## config.mk

```make
export PLATFORM = sky130hd
export DESIGN_NAME = vc_control
export DESIGN_NICKNAME = d
export VERILOG_FILES = /design/src/rtl/vc_pkg.sv /design/src/rtl/vc_plru.sv /design/src/rtl/vc_control.sv
export SDC_FILE = /design/constraint.sdc
export NUM_CORES = 1
export LEC_CHECK = 0
export BUFFER_PORTS_ARGS = -buffer_cell sky130_fd_sc_hd__buf_2
export CAP_MARGIN = 20
export CORE_AREA = 2 2 690 692
export DETAILED_ROUTE_END_ITERATION = 6
export DIE_AREA = 0 0 692 694
export GPL_TIMING_DRIVEN = 0
export PLACE_DENSITY = 0.31
export SETUP_SLACK_MARGIN = 0.15
export SLEW_MARGIN = 20
export SYNTH_ARGS = -nofsm -noshare
export SYNTH_HDL_FRONTEND = slang
export SYNTH_SLANG_ARGS = --single-unit
```

## constraint.sdc

```tcl
create_clock -name clk -period 2 [get_ports clk]
set_input_delay 0 -clock clk [delete_from_list [all_inputs] [get_ports clk]]
set_output_delay 0 -clock clk [all_outputs]
set_load 0.01 [all_outputs]
```

## src/rtl/vc_pkg.sv

```systemverilog
// vc_pkg: victim-cache constants, controller state encoding and tag/way helpers
package vc_pkg;
  localparam int S_OFFSET = 5;
  localparam int S_LINE = 256;
  localparam int TAG_WIDTH = 32 - S_OFFSET;
  localparam int SIZE_OF_VC = 8;
  localparam int WAY_BITS = $clog2(SIZE_OF_VC);
  typedef enum logic [2:0] {IDLE, LOOKUP, HIT, WB, INSERT, FETCH, RESP} vc_state_e;
  function automatic logic [TAG_WIDTH-1:0] get_tag(input logic [31:0] addr);
    return addr[31:S_OFFSET];
  endfunction
  function automatic logic [WAY_BITS-1:0] lowest_one(input logic [SIZE_OF_VC-1:0] v);
    lowest_one = '0;
    for (int i = SIZE_OF_VC - 1; i >= 0; i--) if (v[i]) lowest_one = WAY_BITS'(i);
  endfunction
endpackage

```

## src/rtl/vc_plru.sv

```systemverilog
// vc_plru: 7-bit tree PLRU (clk, rst, touch_en, touch_way in; victim_way out)
module vc_plru
  import vc_pkg::*;
(
  input  logic                clk,
  input  logic                rst,
  input  logic                touch_en,
  input  logic [WAY_BITS-1:0] touch_way,
  output logic [WAY_BITS-1:0] victim_way
);
  logic [SIZE_OF_VC-2:0] tree_q, tree_d;
  logic [2:0] t1, t2, v1, v2;
  assign t1 = 3'd1 + {2'b0, touch_way[2]};
  assign t2 = 3'd3 + {1'b0, touch_way[2:1]};
  assign v1 = 3'd1 + {2'b0, tree_q[0]};
  assign v2 = 3'd3 + {1'b0, tree_q[0], tree_q[v1]};
  assign victim_way = {tree_q[0], tree_q[v1], tree_q[v2]};
  always_ff @(posedge clk) tree_q <= rst ? '0 : tree_d;
  always_comb begin
    tree_d = tree_q;
    if (touch_en) begin
      tree_d[0] = ~touch_way[2];
      tree_d[t1] = ~touch_way[1];
      tree_d[t2] = ~touch_way[0];
    end
  end
endmodule

```

## src/rtl/vc_control.sv

```systemverilog
// vc_control: victim-cache controller (L1 miss request/response, victim-store strobes, pmem read/write)
module vc_control
  import vc_pkg::*;
(
  input  logic                  clk,
  input  logic                  rst,
  input  logic                  l1_req,
  input  logic [31:0]           l1_addr,
  input  logic                  l1_evict_valid,
  input  logic                  l1_evict_dirty,
  input  logic [31:0]           l1_evict_addr,
  input  logic [S_LINE-1:0]     l1_evict_data,
  output logic                  vc_l1_resp,
  output logic                  vc_l1_hit,
  output logic [S_LINE-1:0]     vc_l1_rdata256,
  output logic                  vc_tag_cmp,
  output logic [TAG_WIDTH-1:0]  vc_tag_store_datain,
  output logic [SIZE_OF_VC-1:0] vc_tag_store_ld_mask,
  input  logic [SIZE_OF_VC-1:0] vc_tag_hit_vec,
  output logic [WAY_BITS-1:0]   vc_way_sel,
  input  logic [TAG_WIDTH-1:0]  vc_tag_rdata,
  input  logic [S_LINE-1:0]     vc_vcmem_rdata256,
  output logic [S_LINE-1:0]     vc_datastore_datain,
  output logic [SIZE_OF_VC-1:0] vc_datastore_ld_mask,
  output logic [SIZE_OF_VC-1:0] vc_valid_ld,
  output logic [SIZE_OF_VC-1:0] vc_dirty_ld,
  output logic                  vc_valid_datain,
  output logic                  vc_dirty_datain,
  input  logic [SIZE_OF_VC-1:0] vc_valid_dataout,
  input  logic [SIZE_OF_VC-1:0] vc_dirty_dataout,
  output logic                  pmem_read,
  output logic                  pmem_write,
  output logic [31:0]           pmem_address,
  output logic [S_LINE-1:0]     pmem_wdata256,
  input  logic                  pmem_resp,
  input  logic [S_LINE-1:0]     pmem_rdata256
);
  vc_state_e state_q, state_d;
  logic [TAG_WIDTH-1:0] miss_tag_q, miss_tag_d, ev_tag_q, ev_tag_d;
  logic ev_valid_q, ev_valid_d, ev_dirty_q, ev_dirty_d, hit_q, hit_d;
  logic [S_LINE-1:0] ev_data_q, ev_data_d, rdata_q, rdata_d;
  logic [WAY_BITS-1:0] way_q, way_d, plru_victim, victim;
  logic [SIZE_OF_VC-1:0] way_oh;
  logic touch_en;
  logic unused_ok;
  assign unused_ok = ^{l1_addr[S_OFFSET-1:0], l1_evict_addr[S_OFFSET-1:0]};
  assign way_oh = SIZE_OF_VC'(1) << way_q;
  assign victim = |(~vc_valid_dataout) ? lowest_one(~vc_valid_dataout) : plru_victim;
  assign vc_tag_store_datain = state_q == LOOKUP ? miss_tag_q : ev_tag_q;
  assign vc_datastore_datain = ev_data_q;
  assign pmem_wdata256 = vc_vcmem_rdata256;
  assign vc_l1_rdata256 = rdata_q;
  assign vc_l1_hit = hit_q;
  vc_plru u_plru (
    .clk        (clk),
    .rst        (rst),
    .touch_en   (touch_en),
    .touch_way  (way_q),
    .victim_way (plru_victim)
  );
  always_ff @(posedge clk) begin
    if (rst) begin
      state_q    <= IDLE;
      miss_tag_q <= '0;
      ev_tag_q   <= '0;
      ev_valid_q <= 1'b0;
      ev_dirty_q <= 1'b0;
      ev_data_q  <= '0;
      way_q      <= '0;
      rdata_q    <= '0;
      hit_q      <= 1'b0;
    end else begin
      state_q    <= state_d;
      miss_tag_q <= miss_tag_d;
      ev_tag_q   <= ev_tag_d;
      ev_valid_q <= ev_valid_d;
      ev_dirty_q <= ev_dirty_d;
      ev_data_q  <= ev_data_d;
      way_q      <= way_d;
      rdata_q    <= rdata_d;
      hit_q      <= hit_d;
    end
  end
  always_comb begin
    state_d = state_q;
    miss_tag_d = miss_tag_q;
    ev_tag_d = ev_tag_q;
    ev_valid_d = ev_valid_q;
    ev_dirty_d = ev_dirty_q;
    ev_data_d = ev_data_q;
    way_d = way_q;
    rdata_d = rdata_q;
    hit_d = hit_q;
    vc_l1_resp = 1'b0;
    vc_tag_cmp = 1'b0;
    vc_tag_store_ld_mask = '0;
    vc_datastore_ld_mask = '0;
    vc_valid_ld = '0;
    vc_dirty_ld = '0;
    vc_valid_datain = 1'b0;
    vc_dirty_datain = 1'b0;
    vc_way_sel = '0;
    pmem_read = 1'b0;
    pmem_write = 1'b0;
    pmem_address = '0;
    touch_en = 1'b0;
    case (state_q)
      IDLE: if (l1_req) begin
        miss_tag_d = get_tag(l1_addr);
        ev_tag_d = get_tag(l1_evict_addr);
        ev_valid_d = l1_evict_valid;
        ev_dirty_d = l1_evict_dirty;
        ev_data_d = l1_evict_data;
        state_d = LOOKUP;
      end
      LOOKUP: begin
        vc_tag_cmp = 1'b1;
        way_d = |vc_tag_hit_vec ? lowest_one(vc_tag_hit_vec) : victim;
        state_d = |vc_tag_hit_vec ? HIT :
                  !ev_valid_q ? FETCH :
                  (vc_valid_dataout[victim] && vc_dirty_dataout[victim]) ? WB : INSERT;
      end
      HIT: begin
        // a hit without an evicted line hands the line to L1, so the way is freed
        vc_way_sel = way_q;
        rdata_d = vc_vcmem_rdata256;
        hit_d = 1'b1;
        touch_en = 1'b1;
        vc_valid_ld = way_oh;
        vc_valid_datain = ev_valid_q;
        vc_tag_store_ld_mask = ev_valid_q ? way_oh : '0;
        vc_datastore_ld_mask = ev_valid_q ? way_oh : '0;
        vc_dirty_ld = ev_valid_q ? way_oh : '0;
        vc_dirty_datain = ev_dirty_q;
        state_d = RESP;
      end
      WB: begin
        vc_way_sel = way_q;
        pmem_write = 1'b1;
        pmem_address = {vc_tag_rdata, {S_OFFSET{1'b0}}};
        state_d = pmem_resp ? INSERT : WB;
      end
      INSERT: begin
        vc_tag_store_ld_mask = way_oh;
        vc_datastore_ld_mask = way_oh;
        vc_valid_ld = way_oh;
        vc_dirty_ld = way_oh;
        vc_valid_datain = 1'b1;
        vc_dirty_datain = ev_dirty_q;
        touch_en = 1'b1;
        state_d = FETCH;
      end
      FETCH: begin
        pmem_read = 1'b1;
        pmem_address = {miss_tag_q, {S_OFFSET{1'b0}}};
        if (pmem_resp) begin
          rdata_d = pmem_rdata256;
          hit_d = 1'b0;
          state_d = RESP;
        end
      end
      RESP: begin
        vc_l1_resp = 1'b1;
        state_d = IDLE;
      end
      default: state_d = IDLE;
    endcase
  end
endmodule

```

==> metrics.txt <==
Most common cell on crit path buf_6; crit path cell chain buf_6 -> nor2b_4 -> nand2_4 -> buf_16 -> clkinv_16 -> buf_12 -> clkbuf_16 -> a22o_4 -> buf_6; area leader, netlist dfxtp_1; R2R Setup Slk -440 ps; Worst Path Required 2000 ps; Synth Cell Area 0.0254 mm2; fmax 383 MHz; GP Congestion 0.972; Root Driver clkbuf_16; crit end category primary output; CP top delay family buffers and inverters; Rel. slew slack 18.6%; worst hold slack 75.3 ps; Synth Area per Inst 7.55 um2; Worst Path Arrival 2610 ps; failing checks negative setup slack; Via Count 39400; # port buffers 1741; first-pass GRT wire length 475000 um; vias in the first global route 39000; Final Hold Viols 0; Slew @ Worst Pin 1220 ps; Yosys reg bits 582; GRT overflow 0; Area contributors post-synth dfxtp_1, nand2_1, a311oi_1; Initial DRT Pass Iterations 5; CTS tree built; die area 0.480 mm2; Die Height 694 um; Post-DRT Antenna Nets 0; sequential share of the synthesized area 45.8%; nets@finish 7500; core area 0.473 mm2; Max Used Layer met5; Post-Place Cells 11400; Syn Inst Count 3367; hold path start l1_evict_data[216]; Vias/cell 3.02; hpwl dp 347000 um; async set or reset register ratio after synthesis 0%; cts bufs inserted 94; Hold Path Class in2reg; EDFF count, synth 0; Final Worst Setup Slack -611 ps; Max Cap Viol 0; skew final 67.7 ps; RSZ-0062 raised after global routing true; top cells by count, synth nand2_1, dfxtp_1, a21oi_1, nor2_1, buf_4; post-layout util 13.1%; clk buf depth 4; most common cell in the netlist nand2_1; fin area 0.0621 mm2; layout cells sized above 1 39.1%; Crit path largest cell delay 310 ps; Peak VDD IR 0.542 mV; metal2 WL 176000 um; Reg2Reg Depth 9; Die W 692 um; prevailing post-synth register cell dfxtp_1; initial antenna violation count 293; worst hold endpoint vc_datastore_datain[216]$_SDFFE_PP0P_; share of the synthesized area in the top cell type 45.8%; clk sink count 582; WHS Path Cells 4; Initial Utilization 5.37%; CP Class reg2out; Yosys warnings 0; RR Startpoint state_q[1]$_SDFFE_PP0P_; pin count of the biggest net entering global routing 15; RR Endpoint vc_l1_rdata256[70]$_SDFFE_PP0P_; Worst-Skew Late Latency 840 ps; row count 253; DRC viols 0; final-report setup violation count 649; placed cell areas 0.0422 mm2; max-slew violations 0; total leakage power 0.0262 uW; Power Dens Cells 776 mW/mm2; total wire length 393000 um; Finished Layout Cells 13000; type of origin of the critical path register; Final Cycle Share 131%; Total GRT Usage 15.6%; Final Critical Period 2610 ps; WL/cell 30.1 um; Worst Path Max Fanout 9; Fin Setup TNS -127420 ps; I/O Pins 1758; first-iteration detailed-routing DRC count 2453; status complete, but fails checks; Area Growth Syn to Fin 144%; CTS H-tree lvls 3; met3 WL 38100 um; Yosys cell types 50; CP Buf/Inv Count 6; crit path max-delay cell type dfxtp_2; M1 WL 158000 um; clk slew on worst S/H paths 60 ps
-- worst reg2reg max path, stage by stage, from the launching register on --
cell and delay [ps]:
dfxtp_2 330, buf_4 140, nor2b_4 130, nand2_4 90
buf_16 160, clkinv_16 110, clkbuf_4 360, clkbuf_4 330
nand2_1 310, a311oi_1 360
-- cell type report --
cell class | count | area, um2
fillers | 55000 | 411000
repair buffers | 3141 | 23600
flip-flops and latches | 582 | 11700
multi-input cells | 2234 | 11500
well taps | 6247 | 7820
plain buffers | 541 | 4210
clock buffers | 125 | 2590
clock inverters | 35 | 387
diodes | 119 | 298
inverters | 10 | 80.1
-- metal layers --
metal / vias up / track usage [%]
li1: 17700 / -
met1: 18900 / 18.3
met2: 1920 / 24.9
met3: 746 / 6.42
met4: 174 / 6.37
met5: - / 0
-- registers in the layout, indices dropped and copies added (netlist names) --
name                 flops
ev_dirty_q               1
ev_tag_q                27
ev_valid_q               1
miss_tag_q              27
state_q                  3
u_plru.tree_q            7
vc_datastore_datain    256
vc_l1_hit                1
vc_l1_rdata256         256
way_q                    3
-- how the worst max path moves through the flow --
stage / start / slack, ps / to / cells after the start
floorplan: u_plru.tree_q[0]$_SDFFE_PP0P_ / 80 / way_q[0]$_SDFFE_PP0P_ / 9
global placement: state_q[2]$_SDFFE_PP0P_ / -3920 / vc_l1_rdata256[208]$_SDFFE_PP0P_ / 6
detailed placement: state_q[0]$_SDFFE_PP0P_ / -1700 / pmem_address[21] / 9
CTS: state_q[0]$_SDFFE_PP0P_ / -790 / pmem_address[9] / 9
global route: state_q[1]$_SDFFE_PP0P_ / -740 / vc_tag_store_ld_mask[6] / 10
finish: state_q[0]$_SDFFE_PP0P_ / -610 / pmem_address[8] / 9
-- through the flow --
step                total power [uW]  setup slack (ps)
floorplan                      19000              84.9
global placement               27900             -3920
detailed placement             27900             -1700
CTS                            48500              -786
global route                   50400              -736
finish                         48200              -611
-- cell usage in the layout (no fill, tap or decap), drive strengths merged, types with 3 or more instances in the layout --
master       Yosys  routed
a21oi          334     334
a22o            27      27
a311oi         260     260
and2             3       3
buf            376    2221
bufinv           0       5
clkbuf         169     289
clkinv           2      25
clkinvlp         0       6
conb             1       5
dfxtp          582     582
diode            0     119
dlygate4sd3      0    1297
ha               7       7
inv              8       9
mux2i            6       6
nand2         1246    1246
nand2b           8       8
nand3            6       6
nand4            3       3
nor2           282     282
nor2b            4       4
nor3             8       8
o21ai            7       7
-- logic make-up after synthesis --
family	Yosys count	share of synthesized area, %
AO/OA/AOI/OAI	647	17.2
adder cells (fa/ha/maj)	7	0.344
buffers and inverters	555	12.7
flip-flops	582	45.8
multiplexers	8	0.339
other	1	0.0147
AND/OR/NAND/NOR	1567	23.5
-- power breakdown --
| part | switching, uW | internal (uW) | total (uW) |
|---|---|---|---|
| Combinational | 10800 | 6520 | 17300 |
| Sequential | 1000 | 13100 | 14100 |
| Clock | 7090 | 9720 | 16800 |
| Total | 18800 | 29300 | 48200 |
-- timing repair --
action                                 in CTS  in global routing
hold buffers                             1297                  0
endpoints found under the hold margin     575                  0
setup buffers                              44                 35
pin swaps                                  33                 48
cloned                                      5                 11
gates resized for setup                   334                461
setup endpoints to repair                 678                676
Power figures use the tool's default switching activity.
